**config.mk**
```make
export PLATFORM = sky130hd
export DESIGN_NAME = fetch_sequencer
export DESIGN_NICKNAME = d
export VERILOG_FILES = /design/src/rtl/fetch_sequencer_pkg.sv /design/src/rtl/fetch_sequencer_if_id_register.sv /design/src/rtl/fetch_sequencer.sv
export SDC_FILE = /design/constraint.sdc
export NUM_CORES = 1
export LEC_CHECK = 0
export BUFFER_PORTS_ARGS = -buffer_cell sky130_fd_sc_hd__buf_4
export CAP_MARGIN = 40
export CORE_MARGIN = 2
export CORE_UTILIZATION = 52
export CTS_CLUSTER_SIZE = 25
export DETAILED_ROUTE_END_ITERATION = 7
export PLACE_DENSITY = 0.81
export SLEW_MARGIN = 20
export SYNTH_ARGS = -nofsm -noshare
export SYNTH_HDL_FRONTEND = slang
export SYNTH_SLANG_ARGS = --single-unit
```
**constraint.sdc**
```tcl
create_clock -name clk -period 4.3 [get_ports clk]
set_input_delay 0.215 -clock clk [delete_from_list [all_inputs] [get_ports clk]]
set_output_delay 0.215 -clock clk [all_outputs]
set_load 0.01 [all_outputs]
```
**src/rtl/fetch_sequencer_pkg.sv**
```systemverilog
// rtl/fetch_sequencer_pkg.sv - shared state encoding and word geometry for the fetch sequencer
package fetch_sequencer_pkg;

  typedef enum logic [1:0] {
    ST_IDLE  = 2'd0,
    ST_RUN   = 2'd1,
    ST_HALT  = 2'd2,
    ST_FAULT = 2'd3
  } fetch_state_t;

  localparam int WORD_BYTES = 4;
  localparam int ADDR_LSB   = 2;

endpackage

```
**src/rtl/fetch_sequencer_if_id_register.sv**
```systemverilog
// rtl/fetch_sequencer_if_id_register.sv - IF/ID holding register with enable and valid-only flush
module fetch_sequencer_if_id_register #(
  parameter int DATA_WIDTH = 32
) (
  input  logic                  clk,
  input  logic                  reset,
  input  logic                  en,
  input  logic                  flush,
  input  logic [DATA_WIDTH-1:0] d_instruction,
  input  logic [DATA_WIDTH-1:0] d_pc,
  input  logic [DATA_WIDTH-1:0] d_pc_plus4,
  output logic                  valid,
  output logic [DATA_WIDTH-1:0] instruction,
  output logic [DATA_WIDTH-1:0] pc,
  output logic [DATA_WIDTH-1:0] pc_plus4
);

  // Flush drops only the valid bit so the last instruction stays observable.
  always_ff @(posedge clk or negedge reset) begin
    if (!reset) begin
      valid       <= 1'b0;
      instruction <= '0;
      pc          <= '0;
      pc_plus4    <= '0;
    end else if (flush) begin
      valid <= 1'b0;
    end else if (en) begin
      valid       <= 1'b1;
      instruction <= d_instruction;
      pc          <= d_pc;
      pc_plus4    <= d_pc_plus4;
    end
  end

endmodule

```
**src/rtl/fetch_sequencer.sv**
```systemverilog
// rtl/fetch_sequencer.sv - PC owner and ROM fetch sequencer with redirect flush and fault capture
module fetch_sequencer
  import fetch_sequencer_pkg::*;
#(
  parameter int                    DATA_WIDTH   = 32,
  parameter int                    MEMORY_DEPTH = 32,
  parameter logic [DATA_WIDTH-1:0] RESET_PC     = '0
) (
  input  logic                  clk,
  input  logic                  reset,
  input  logic                  start,
  input  logic                  halt,
  input  logic                  stall,
  input  logic                  redirect_valid,
  input  logic [DATA_WIDTH-1:0] redirect_pc,
  output logic [DATA_WIDTH-1:0] pm_address,
  input  logic [DATA_WIDTH-1:0] pm_instruction,
  output logic                  if_valid,
  output logic [DATA_WIDTH-1:0] if_instruction,
  output logic [DATA_WIDTH-1:0] if_pc,
  output logic [DATA_WIDTH-1:0] if_pc_plus4,
  output logic                  running,
  output logic                  fault,
  output logic [DATA_WIDTH-1:0] fault_pc
);

  localparam logic [DATA_WIDTH:0] LAST_ADDR =
    (DATA_WIDTH+1)'(WORD_BYTES * MEMORY_DEPTH - WORD_BYTES);

  fetch_state_t          state;
  logic [DATA_WIDTH-1:0] pc;
  logic [DATA_WIDTH-1:0] pc_plus4;
  logic [DATA_WIDTH:0]   pc_next_wide;
  logic                  past_end;
  logic                  redirect_bad;
  logic                  in_run;
  logic                  capture;
  logic                  flush;

  // Range checks use one extra bit so a wrapped PC+4 still reads as out of range.
  assign pc_plus4     = pc + DATA_WIDTH'(WORD_BYTES);
  assign pc_next_wide = {1'b0, pc} + (DATA_WIDTH+1)'(WORD_BYTES);
  assign past_end     = pc_next_wide > LAST_ADDR;
  assign redirect_bad = (|redirect_pc[ADDR_LSB-1:0]) || ({1'b0, redirect_pc} > LAST_ADDR);

  assign in_run  = (state == ST_RUN);
  assign capture = in_run && !halt && !redirect_valid && !stall;
  assign flush   = !in_run || halt || redirect_valid;

  assign pm_address = pc;

  always_ff @(posedge clk or negedge reset) begin
    if (!reset) begin
      state    <= ST_IDLE;
      pc       <= RESET_PC;
      running  <= 1'b0;
      fault    <= 1'b0;
      fault_pc <= '0;
    end else begin
      case (state)
        ST_IDLE: begin
          if (start) begin
            state   <= ST_RUN;
            running <= 1'b1;
            pc      <= RESET_PC;
          end
        end
        ST_RUN: begin
          if (halt) begin
            state   <= ST_HALT;
            running <= 1'b0;
          end else if (redirect_valid) begin
            if (redirect_bad) begin
              state    <= ST_FAULT;
              running  <= 1'b0;
              fault    <= 1'b1;
              fault_pc <= redirect_pc;
            end else begin
              pc <= redirect_pc;
            end
          end else if (!stall) begin
            if (past_end) begin
              state    <= ST_FAULT;
              running  <= 1'b0;
              fault    <= 1'b1;
              fault_pc <= pc_plus4;
            end else begin
              pc <= pc_plus4;
            end
          end
        end
        ST_HALT: begin
          if (start && !halt) begin
            state   <= ST_RUN;
            running <= 1'b1;
            pc      <= RESET_PC;
          end
        end
        ST_FAULT: begin
          state <= ST_FAULT;
        end
        default: begin
          state   <= ST_IDLE;
          running <= 1'b0;
        end
      endcase
    end
  end

  fetch_sequencer_if_id_register #(
    .DATA_WIDTH(DATA_WIDTH)
  ) u_if_id (
    .clk          (clk),
    .reset        (reset),
    .en           (capture),
    .flush        (flush),
    .d_instruction(pm_instruction),
    .d_pc         (pc),
    .d_pc_plus4   (pc_plus4),
    .valid        (if_valid),
    .instruction  (if_instruction),
    .pc           (if_pc),
    .pc_plus4     (if_pc_plus4)
  );

endmodule

```
==> summary by stage <==
Clock network
In this run the post-CTS setup repair buffer count came out at 0. In this run the deepest clock path goes through 2 buffers. Clock-pin slew was measured on the worst setup and hold paths at 0.06 ns. Post-CTS repair changed the size of 0 cells. Clock latency on the worst-skew pair, taken at its later pin, is 0.42 ns. TritonCTS built the clock tree. The number of buffers added by the clock tree synthesis step is 17. The number of levels the H-tree was split into is 4. The cell sitting at the root of the clock tree is a sky130_fd_sc_hd__clkbuf_16. The number of sinks on the clock net is 163. In this run, post-CTS hold repair placed 34 buffers.

Layout
The final non-filler cell total is 1233. The library cell used most frequently in the layout, excluding fill and tap cells, is sky130_fd_sc_hd__nand2_1. The repair_antennas step left the layout with diodes totalling 0. Leaving out fill and tap cells, the most frequent cells in the layout are sky130_fd_sc_hd__nand2_1 (263), sky130_fd_sc_hd__buf_4 (238), sky130_fd_sc_hd__dfrtp_1 (163).

The final-stage net count is 1112. In the final layout, the share of cells above drive strength 1 is between 20 and 30%. The area growth from synthesis to layout is 37.4%.

The share of the core filled with cells in the final layout is 73.6%.

Floorplanning
In this run the horizontal extent of the chip is 124 um. In this run the standard cell core region covers between 10000 and 15000 um2. In this run the vertical extent of the chip is 124 um. The number of rows in the core area is 43. 233 I/O pins were placed. The die outline area is 15400 um2. For this configuration, the core starts out at a cell density of 53.6%.

Drt
After detailed routing, the total wire length is 22.3 mm. Before antenna repair, the detailed router went through 5 iterations. The routed wirelength normalized by instance count is 18.1 um.

For this block, the via count after detailed routing is around 6800. For this run, design rule violations remaining after detail routing come to 0. Dividing the detail-routed via count by the number of cells gives 5.53.

The post-detailed-route count of antenna-violating nets is 0. After the first detailed-routing iteration, the DRC count stood at 501.

Setup path
The worst setup path is captured at a flop. For this run, the slowest stage of the critical path takes 0.61 ns. The number of buffers and inverters on the critical path is 1.

The largest fanout on the critical path is 15. Traced cell by cell, the critical path runs through ha_1, and3_1, nand4_1, or4_1, o2111ai_1, nand4b_1, o31ai_4, nor2_2, buf_4, mux2_2. The category of the most critical setup path is flop to flop. The worst setup path is launched from a flop. For the worst setup path, the data arrival time is 4.17 ns. Across all register-to-register paths, the minimum setup slack is 0.43 ns. The required time of the critical path is 4.60 ns. The family of cells with the greatest summed delay on the critical path is simple AND/OR/NAND/NOR gates. The slowest cell on the critical path is sky130_fd_sc_hd__or4_1.

Power and ir drop
Registers are responsible for a little over two fifths of the overall power. Net switching is 28.9% of the power. The clock network accounts for 32.0% of the total power. The net switching component of the power is between 1 and 1.5 mW. The leakage power figure is 5.27 nW.

The peak supply drop is 0.346 mV. In this run, the combinational gates consume 25.4% of the power. Dividing total power by cell area gives a power density of 469 nW/um2. The internal power is approximately 3.4 mW.

Timing
Setup slack closes at 0.433 ns. The setup violation total in the final timing report is 0. The worst-case clock skew is just over 0.008 ns. Measured against its own limit, the worst slew margin works out to slightly below 50%. The clock period minus worst slack is 3.87 ns. Setup repair after global routing left no endpoint under its margin. Derived from the worst setup path, the maximum achievable clock frequency is 0.259 GHz. Adding up every negative setup slack in the final design gives 0 ns. The count of pins over their slew limit is 0. The final hold violation count came to 0. The final clock period utilization by the worst path is ~90%. For the pin with the worst max-slew slack, the measured transition is between 0.7 and 0.8 ns.

Global routing
The maximum number of pins on one net before global-route repair is between 70 and 80. The initial antenna violation count is 0. The number of global-route vias before repair is 6606. The first-pass GRT wire length is about 35 mm. The global route total overflow is 0. For this run, the total global-route usage over all layers was measured as 29.7%.

Place
Detailed placement ended at an HPWL of between 15 and 20 mm. Timing analysis after detailed placement gives a worst setup slack of 0.529 ns. The number of port buffers is 232. The cell count after placement is 1167. The congestion estimate from routability-driven global placement came to 0.908.

Synthesis
The net count of the mapped netlist is a little under 900. For this run, the leading register cell type out of synthesis is sky130_fd_sc_hd__dfrtp_1. The number of standard cells after synthesis is about 800.

The fraction of post-synthesis cell area in the top cell type by area is 54.4%. In this run, distinct cell masters in the synthesized netlist total 56. The synthesis warning total is 0. Sorting the synthesized cells by area gives the leading types as sky130_fd_sc_hd__dfrtp_1 (54%), sky130_fd_sc_hd__nand2_1 (13%), sky130_fd_sc_hd__o21ai_0 (3.4%), sky130_fd_sc_hd__mux2_2 (3.2%), sky130_fd_sc_hd__and2_1 (2.8%). Yosys mapped a number of flops with a built-in enable equal to 0.

The register bit total from synthesis is 163. The largest area contributor in the netlist is sky130_fd_sc_hd__dfrtp_1. Dividing the synthesized area by the synthesized cell count gives around 9.4 um2. In this run the cell area of the synthesized design comes to 7500 um2. The proportion of synthesized chip area in sequential cells is 54.4%. After synthesis, the share of flip-flops with an asynchronous set or reset is 100%.

Status
The run finished with clean final reports.

Worst hold path
The min-delay analysis places its worst path in the category primary input to flop.

Flow run
Across the run, the number of max-cap violations was 0.
## sequential cells by signal, summed over array words and instances (netlist names)
name                 cells
fault_pc                32
pm_address              32
u_if_id.instruction     32
u_if_id.pc_plus4        32
u_if_id.pc              30
state                    2
fault                    1
running                  1
u_if_id.valid            1
## metrics by stage
stage | cell area [um2] | power [mW] | hold slack [ns]
after floorplan | 7500 | 2.56 | -0.0806
after global placement | 9300 | 3.22 | 0.401
after detailed placement | 9360 | 3.26 | 0.175
after CTS | 10300 | 4.85 | 0.0133
after global routing | 10300 | 5.07 | 0.0151
final | 10300 | 4.83 | 0.0213
## cell type report
class,instances,area (um2)
timing repair buffer,276,2210
fill,1024,3690
clock inverter,10,158
clock buffer,22,444
multi-input combinational,577,3160
inverter,5,18.8
tap,180,225
sequential,163,4080
## synthesized netlist by cell type (2+ instances only)
cell type,instances
sky130_fd_sc_hd__and2_1,33
sky130_fd_sc_hd__or3_1,3
sky130_fd_sc_hd__xnor2_1,17
sky130_fd_sc_hd__or4_1,2
sky130_fd_sc_hd__nand3_1,18
sky130_fd_sc_hd__nand2b_1,3
sky130_fd_sc_hd__nor4_1,9
sky130_fd_sc_hd__inv_1,4
sky130_fd_sc_hd__clkbuf_1,34
sky130_fd_sc_hd__o31ai_1,6
sky130_fd_sc_hd__ha_1,2
sky130_fd_sc_hd__xor2_1,12
sky130_fd_sc_hd__a311oi_1,2
sky130_fd_sc_hd__nand2_1,263
sky130_fd_sc_hd__a21boi_0,2
sky130_fd_sc_hd__o2111ai_1,2
sky130_fd_sc_hd__mux2i_1,4
sky130_fd_sc_hd__nor2_1,24
sky130_fd_sc_hd__o31a_1,2
sky130_fd_sc_hd__nor3_1,8
sky130_fd_sc_hd__nor2b_1,5
sky130_fd_sc_hd__a21oi_1,19
sky130_fd_sc_hd__a311o_1,2
sky130_fd_sc_hd__dfrtp_1,163
sky130_fd_sc_hd__mux2_4,5
sky130_fd_sc_hd__o21ai_0,51
sky130_fd_sc_hd__or4_4,2
sky130_fd_sc_hd__buf_2,12
sky130_fd_sc_hd__and3_1,12
sky130_fd_sc_hd__a31o_2,4
sky130_fd_sc_hd__mux2_2,21
sky130_fd_sc_hd__nand4_1,16
sky130_fd_sc_hd__a31oi_1,5
sky130_fd_sc_hd__nand4b_1,2
sky130_fd_sc_hd__and4_1,4
sky130_fd_sc_hd__buf_4,6
## final timing paths
path,start,endpoint,depth (start not counted)
hold / removal,pm_instruction[19],u_if_id.instruction[19]$_DFFE_PN0P_,3
hold reg to reg,u_if_id.instruction[14]$_DFFE_PN0P_,u_if_id.instruction[14]$_DFFE_PN0P_,2
setup / recovery,pm_address[2]$_DFFE_PN0P_,fault_pc[5]$_DFFE_PN0P_,10
min in group asynchronous,reset,u_if_id.pc[2]$_DFFE_PN0P_,2
setup reg to reg,pm_address[2]$_DFFE_PN0P_,fault_pc[5]$_DFFE_PN0P_,10
max in group asynchronous,reset,u_if_id.pc[20]$_DFFE_PN0P_,3
## power by group through the flow
| stage | Sequential, mW | Clock [mW] | Combinational (mW) |
|---|---|---|---|
| after global routing | 2.09 | 1.64 | 1.34 |
| after CTS | 2.05 | 1.57 | 1.23 |
| final | 2.06 | 1.55 | 1.23 |
| after detailed placement | 2.07 | 0 | 1.20 |
| after floorplan | 2.17 | 0 | 0.388 |
| after global placement | 2.06 | 0 | 1.16 |
## tightest hold or removal path, cell delays in order
cell and delay, ns:
sky130_fd_sc_hd__buf_4 0.08, sky130_fd_sc_hd__nand2_1 0.05, sky130_fd_sc_hd__nand2_1 0.06
## routing by layer
metal / global-route usage (%) / wire length [um]
met5: 0 / 0
met4: 10.3 / 481
met3: 7.51 / 1830
met1: 41.3 / 9460
met2: 45.6 / 10500
## kinds of logic after synthesis
group / Yosys count / share of synthesized area (%)
multiplexers: 30 / 4.69
XOR/XNOR: 29 / 3.39
flip-flops: 163 / 54.4
adder cells (fa/ha/maj): 2 / 0.334
AO/OA/AOI/OAI: 105 / 8.59
AND/OR/NAND/NOR: 411 / 25.0
buffers and inverters: 59 / 3.57
Power figures use the tool's default switching activity.
